==> src/rtl/buzzer_pkg.sv <==
// Shared types and tone constants for the buzzer sequencer slice.
package buzzer_pkg;

  typedef enum logic [1:0] {
    IDLE = 2'd0,
    TONE = 2'd1,
    GAP  = 2'd2
  } state_e;

  localparam logic [16:0] HP_TONE_LOW  = 17'd95_419;
  localparam logic [16:0] HP_TONE_MID  = 17'd50_607;
  localparam logic [16:0] HP_TONE_HIGH = 17'd20_000;

  // Lowest set bit index; returns 0 when nothing is set.
  function automatic logic [2:0] first_set(input logic [7:0] v);
    logic [2:0] idx;
    idx = 3'd0;
    for (int i = 7; i >= 0; i--) begin
      if (v[i]) idx = 3'(i);
      else      idx = idx;
    end
    return idx;
  endfunction

endpackage

==> src/rtl/buzzer_sequencer_tone_divider.sv <==
// Square-wave generator: output toggles each time the counter reaches the half-period.
module tone_divider
  import buzzer_pkg::*;
#(
  parameter int HP_W = 17
) (
  input  logic            CLK,
  input  logic            RSTn,
  input  logic            enable,
  input  logic            clear,
  input  logic [HP_W-1:0] half_period,
  output logic            wave
);

  logic [HP_W-1:0] cnt_q, cnt_d;
  logic            wave_q, wave_d;

  // Clear wins over enable so a new tone always starts low from a zero count.
  always_comb begin
    cnt_d  = cnt_q;
    wave_d = wave_q;
    if (clear) begin
      cnt_d  = '0;
      wave_d = 1'b0;
    end else if (enable) begin
      if (cnt_q == half_period) begin
        cnt_d  = '0;
        wave_d = ~wave_q;
      end else begin
        cnt_d = cnt_q + 1'b1;
      end
    end else begin
      cnt_d = cnt_q;
    end
  end

  // Divider state register.
  always_ff @(posedge CLK or negedge RSTn) begin
    if (!RSTn) begin
      cnt_q  <= '0;
      wave_q <= 1'b0;
    end else begin
      cnt_q  <= cnt_d;
      wave_q <= wave_d;
    end
  end

  assign wave = wave_q;

endmodule

==> src/rtl/buzzer_sequencer.sv <==
// Prioritised multi-channel beep sequencer: edge-triggered requests, tone/gap
// timing, pre-emption by higher-priority channels and synchronous stop.
module buzzer_sequencer
  import buzzer_pkg::*;
#(
  parameter int N_CH    = 4,
  parameter int HP_W    = 17,
  parameter int ON_CYC  = 5_000_000,
  parameter int GAP_CYC = 2_500_000
) (
  input  logic                 CLK,
  input  logic                 RSTn,
  input  logic [N_CH-1:0]      req,
  input  logic [N_CH*HP_W-1:0] half_period,
  input  logic [N_CH*4-1:0]    repeat_cnt,
  input  logic                 stop,
  output logic                 Buzzer_Out,
  output logic                 busy,
  output logic [2:0]           active_ch,
  output logic                 done
);

  localparam int ON_W  = (ON_CYC  > 1) ? $clog2(ON_CYC)  : 1;
  localparam int GAP_W = (GAP_CYC > 1) ? $clog2(GAP_CYC) : 1;

  state_e          state_q, state_d;
  logic [N_CH-1:0] req_q, pending_q, pending_d, rise, clr_mask;
  logic [2:0]      active_q, active_d, gnt_idx;
  logic [HP_W-1:0] hp_q, hp_d;
  logic [3:0]      rep_q, rep_d, beep_q, beep_d, rep_in;
  logic [ON_W-1:0] on_q, on_d;
  logic [GAP_W-1:0] gap_q, gap_d;
  logic            done_q, done_d, buzz_q, buzz_d;
  logic            any_pend, preempt, grant, div_en, div_clr, wave;

  tone_divider #(.HP_W(HP_W)) u_div (
    .CLK         (CLK),
    .RSTn        (RSTn),
    .enable      (div_en),
    .clear       (div_clr),
    .half_period (hp_q),
    .wave        (wave)
  );

  // Request edge detection, arbitration, sequencing and output selection.
  always_comb begin
    rise     = req & ~req_q;
    any_pend = |pending_q;
    gnt_idx  = first_set(8'(pending_q));
    preempt  = any_pend && (gnt_idx < active_q) && (state_q != IDLE);
    for (int i = 0; i < N_CH; i++) clr_mask[i] = (3'(i) == gnt_idx);
    rep_in   = repeat_cnt[gnt_idx*4 +: 4];

    state_d   = state_q;
    pending_d = pending_q | rise;
    active_d  = active_q;
    hp_d      = hp_q;
    rep_d     = rep_q;
    beep_d    = beep_q;
    on_d      = on_q;
    gap_d     = gap_q;
    done_d    = 1'b0;
    grant     = 1'b0;
    div_en    = 1'b0;
    div_clr   = 1'b0;

    if (stop) begin
      state_d   = IDLE;
      pending_d = '0;
      active_d  = 3'd0;
      beep_d    = 4'd0;
      on_d      = '0;
      gap_d     = '0;
    end else begin
      case (state_q)
        IDLE: grant = any_pend;
        TONE: begin
          if (preempt) begin
            grant = 1'b1;
          end else begin
            div_en = 1'b1;
            if (on_q == ON_W'(ON_CYC - 1)) begin
              on_d = '0;
              if (beep_q < rep_q) begin
                state_d = GAP;
                beep_d  = beep_q + 4'd1;
              end else begin
                state_d  = IDLE;
                done_d   = 1'b1;
                active_d = 3'd0;
                beep_d   = 4'd0;
              end
            end else begin
              on_d = on_q + 1'b1;
            end
          end
        end
        GAP: begin
          if (preempt) begin
            grant = 1'b1;
          end else if (gap_q == GAP_W'(GAP_CYC - 1)) begin
            gap_d   = '0;
            state_d = TONE;
            div_clr = 1'b1;
          end else begin
            gap_d = gap_q + 1'b1;
          end
        end
        default: state_d = IDLE;
      endcase

      if (grant) begin
        state_d   = TONE;
        pending_d = (pending_q & ~clr_mask) | rise;
        active_d  = gnt_idx;
        hp_d      = half_period[gnt_idx*HP_W +: HP_W];
        rep_d     = (rep_in == 4'd0) ? 4'd0 : rep_in - 4'd1;
        beep_d    = 4'd0;
        on_d      = '0;
        gap_d     = '0;
        div_clr   = 1'b1;
      end else begin
        div_clr = div_clr;
      end
    end

    // Forcing silence on stop/pre-empt makes the abort audible on the same edge.
    buzz_d = (state_q == TONE && !stop && !preempt) ? wave : 1'b1;
  end

  // Sequencer state and registered outputs.
  always_ff @(posedge CLK or negedge RSTn) begin
    if (!RSTn) begin
      state_q   <= IDLE;
      req_q     <= '0;
      pending_q <= '0;
      active_q  <= 3'd0;
      hp_q      <= '0;
      rep_q     <= 4'd0;
      beep_q    <= 4'd0;
      on_q      <= '0;
      gap_q     <= '0;
      done_q    <= 1'b0;
      buzz_q    <= 1'b1;
    end else begin
      state_q   <= state_d;
      req_q     <= req;
      pending_q <= pending_d;
      active_q  <= active_d;
      hp_q      <= hp_d;
      rep_q     <= rep_d;
      beep_q    <= beep_d;
      on_q      <= on_d;
      gap_q     <= gap_d;
      done_q    <= done_d;
      buzz_q    <= buzz_d;
    end
  end

  assign Buzzer_Out = buzz_q;
  assign busy       = (state_q != IDLE);
  assign active_ch  = active_q;
  assign done       = done_q;

endmodule

==> config.mk <==
export PLATFORM = sky130hd
export DESIGN_NAME = buzzer_sequencer
export DESIGN_NICKNAME = d
export VERILOG_FILES = /design/src/rtl/buzzer_pkg.sv /design/src/rtl/buzzer_sequencer_tone_divider.sv /design/src/rtl/buzzer_sequencer.sv
export SDC_FILE = /design/constraint.sdc
export NUM_CORES = 1
export LEC_CHECK = 0
export ABC_AREA = 1
export BUFFER_PORTS_ARGS = -buffer_cell sky130_fd_sc_hd__buf_2
export CAP_MARGIN = 10
export CORE_ASPECT_RATIO = 2
export CORE_UTILIZATION = 59
export CTS_BUF_LIST = sky130_fd_sc_hd__clkbuf_4
export CTS_CLUSTER_DIAMETER = 100
export DETAILED_ROUTE_END_ITERATION = 8
export MAX_ROUTING_LAYER = met4
export PLACE_DENSITY = 0.81
export SETUP_SLACK_MARGIN = 0.02
export SYNTH_ARGS = -nofsm -noshare
export SYNTH_HDL_FRONTEND = slang
export SYNTH_SLANG_ARGS = --single-unit
==> constraint.sdc <==
create_clock -name CLK -period 3.16 [get_ports CLK]
set_input_delay 0.158 -clock CLK [delete_from_list [all_inputs] [get_ports CLK]]
set_output_delay 0.158 -clock CLK [all_outputs]
set_load 0.02 [all_outputs]
==> summary.txt <==
Run status
  – Outcome: finished clean

Detailed routing
  – Met3 Wirelength: around 620 µm
  – Routed wire per std cell: approximately 16 µm
  – Met2 routed wirelength: about 12000 µm
  – M1 WL: a little over 7000 µm
  – Antenna Violating Nets Remaining: 0
  – Initial detailed-routing violation count: approximately 520
  – # DRC: 0
  – DR top layer: met4
  – Via density: between 5 and 6
  – DR pass1 iterations: 8
  – Post-Route WL: 21100 µm
  – Via count: 7393

Worst setup path
  – Critical path class: reg -> reg
  – CP arrival: about 2.8 ns
  – Worst R2R Setup Slack: between 0.7 and 0.8 ns
  – Crit start category: register
  – WP data required: ~3.5 ns
  – Worst-path maximum fanout: 23
  – Crit. End Element: register

Place
  – GP Congestion: approximately 1.0
  – IO Port Bufs: 95
  – Hpwl dp: approximately 16000 µm

Global routing
  – GRT overflow: 0
  – Initial antenna violation count: 1
  – Gr usage total: between 30% and 40%
  – Vias in the first global route: approximately 7200
  – Global-route wire length before repair: approximately 33000 µm
  – Largest net degree at the start of global routing: 51

Layout
  – Synth-to-Final Area Change: 9.97%
  – Fillers: between 1000 and 1500
  – Share of cells above drive strength 1: a little over an eighth
  – Final-stage net count: between 1000 and 1500

Timing
  – Period utilization: 76.8%
  – Setup violations, final: 0
  – Slew @ Worst Pin: between 0.7 and 0.8 ns
  – Worst slew margin: between 40% and 50%
  – Fmax: 0.412 GHz
  – Total negative slack: 0 ns
  – Hold Slack: about 0.054 ns
  – Layout Skew: about 0.033 ns
  – Slew Limit Fails: 0
  – Tmin final: approximately 2.4 ns
  – Final hold viol count: 0
  – RSZ-0062 raised after global routing: false

CTS
  – Clk_lat worst skew: ~0.50 ns
  – CTS tree: built
  – H-tree depth: 3
  – Clock Tree Root: clkbuf_4
  – Longest Clk Path Bufs: 2
  – Post_cts resized: 0
  – Total CTS buffers: 9
  – CTS sink count: 102
  – Worst-path clk slew: 0.16 ns

Logic synthesis
  – Main synth FF type: dfrtp_1
  – Cell variety after synth: 37
  – Synth Register Bits: about 100
  – Synth Cell Area: just over 0.007 mm²
  – Synth area leaders: dfrtp_1 35%, nand2_1 16%, nor2_1 7.4%
  – Leading cell type by number of instances after synthesis: nand2_1
  – Post-Syn Nets: 1177
  – Post-synthesis sequential area ratio: approximately 35%
  – Mapped Avg Cell Area: approximately 6.7 µm²
  – Cells after synthesis: between 1000 and 1500
  – Ys Warns: 0
  – Top-area cell type share of the netlist area: between 30% and 40%
  – EDFF count, synth: 0
  – Ys async rst share: 100%
  – Yosys top cell by area: dfrtp_1
  – Commonest cells in the netlist: 306 x nand2_1, 142 x nor2_1, 101 x dfrtp_1, 101 x inv_1, 83 x nand3_1

Worst hold path
  – Worst min path class: in -> reg

Power and ir drop
  – Lkg Pwr: ~3.8 nW
  – PD cells: between 400 and 500 mW/mm²
  – Total power: just under 0.004 W
  – IR drop worst, VDD: between 0.2 and 0.3 mV

Die
  – Area of the core: 0.0118 mm²
  – Chip width: ~80 µm
  – Die height: about 160 µm
  – Die footprint: approximately 0.013 mm²
  – Row cnt: 56
  – Initial Utilization: 60.9%
  – Ports: a little under 100

Flow run
  – Max-cap violations: 0
==> logic make-up after synthesis <==
kind of cell | count (synthesis) | share of synthesized area, %
AO/OA/AOI/OAI | 126 | 9.28
XOR/XNOR | 52 | 6.31
adder cells (fa/ha/maj) | 12 | 2.08
buffers and inverters | 150 | 8.62
flip-flops | 102 | 35.4
other | 1 | 0.0520
AND/OR/NAND/NOR | 631 | 38.2
==> layer usage <==
layer / vias to the layer above / track usage (%)
met5: - / -
met4: 0 / 27.4
met3: 99 / 4.13
met2: 220 / 65.6
met1: 3457 / 33.2
li1: 3617 / -
==> cells in the final DEF (no fill, tap or decap), types with 4 or more instances in the layout <==
cell type      count
nand2_1          306
nor2_1           142
inv_1            101
dfrtp_1          101
buf_2             94
nand3_1           83
o21ai_0           64
xor2_1            38
nand4_1           35
nor3_1            27
o21ai_1           19
a21oi_1           19
o22ai_1           18
xnor2_1           14
ha_1              12
nand3b_1          11
buf_4             10
clkbuf_4           9
inv_2              7
nand2_2            6
nor2_2             5
dlygate4sd3_1      5
nand3_2            4
==> sequential cells by signal, indices dropped and copies added (netlist names) <==
| name | flops |
|---|---|
| hp_q | 17 |
| u_div.wave | 1 |
| u_div.cnt_q | 17 |
| state_q | 2 |
| req_q | 4 |
| beep_q | 4 |
| Buzzer_Out | 1 |
| on_q | 23 |
| pending_q | 4 |
| rep_q | 4 |
| done | 1 |
| active_ch | 2 |
| gap_q | 22 |
==> final timing paths <==
path / endpoint / startpoint / depth (start not counted)
setup / recovery: gap_q[10]$_DFFE_PN0P_ / pending_q[0]$_DFF_PN0_ / 11
hold / removal: hp_q[14]$_DFFE_PN0P_ / half_period[31] / 5
setup reg to reg: gap_q[10]$_DFFE_PN0P_ / pending_q[0]$_DFF_PN0_ / 11
hold reg to reg: Buzzer_Out$_DFF_PN1_ / u_div.wave$_DFFE_PN0P_ / 2
max in group asynchronous: Buzzer_Out$_DFF_PN1_ / RSTn / 3
min in group asynchronous: on_q[1]$_DFFE_PN0P_ / RSTn / 2
==> layout make-up <==
| type | count | area, µm² | area share, % |
|---|---|---|---|
| antenna | 1 | 2.50 | 0.0315 |
| multi-input combinational | 822 | 4040 | 50.9 |
| tap | 145 | 181 | 2.29 |
| sequential | 102 | 2550 | 32.2 |
| clock buffer | 9 | 67.6 | 0.852 |
| timing repair buffer | 110 | 616 | 7.76 |
| clock inverter | 7 | 65.1 | 0.820 |
| inverter | 109 | 409 | 5.16 |
==> where the power goes <==
group	internal (W)	total (W)	switching [W]
registers	0.00151	0.00171	0.000204
logic	0.000494	0.00157	0.00108
clock network	0.000179	0.000672	0.000493
total	0.00218	0.00395	0.00177
==> metrics by stage <==
| stage | area [µm²] | utilization [%] | instances | worst slack [ns] |
|---|---|---|---|---|
| 4_1_cts | 7930 | 67.0 | 1304 | 0.725 |
| 2_1_floorplan | 7210 | - | 1074 | 0.890 |
| 3_3_place_gp | 7750 | 65.4 | 1283 | 0.876 |
| 3_5_place_dp | 7750 | 65.4 | 1283 | 0.765 |
| 6_report | 7930 | 67.0 | 1305 | 0.734 |
| 5_1_grt | 7930 | 67.0 | 1305 | 0.510 |
==> timing repair <==
action                                  4_1_cts  5_1_grt
hold endpoints to repair                     55        0
endpoints found under the setup margin        0        0
hold buffers                                  5        0
setup buffers                                 0        0
==> critical path, stage by stage (launching register included) <==
cell,delay [ns]
dfrtp_1,0.44
inv_2,0.10
nand2_1,0.10
nor2_2,0.12
ha_1,0.16
nor2_1,0.04
o21a_1,0.14
nand3_2,0.10
nand2_4,0.08
a21oi_1,0.19
nand2_1,0.48
o21ai_0,0.37
No activity file was read; power rests on OpenSTA's default activity.
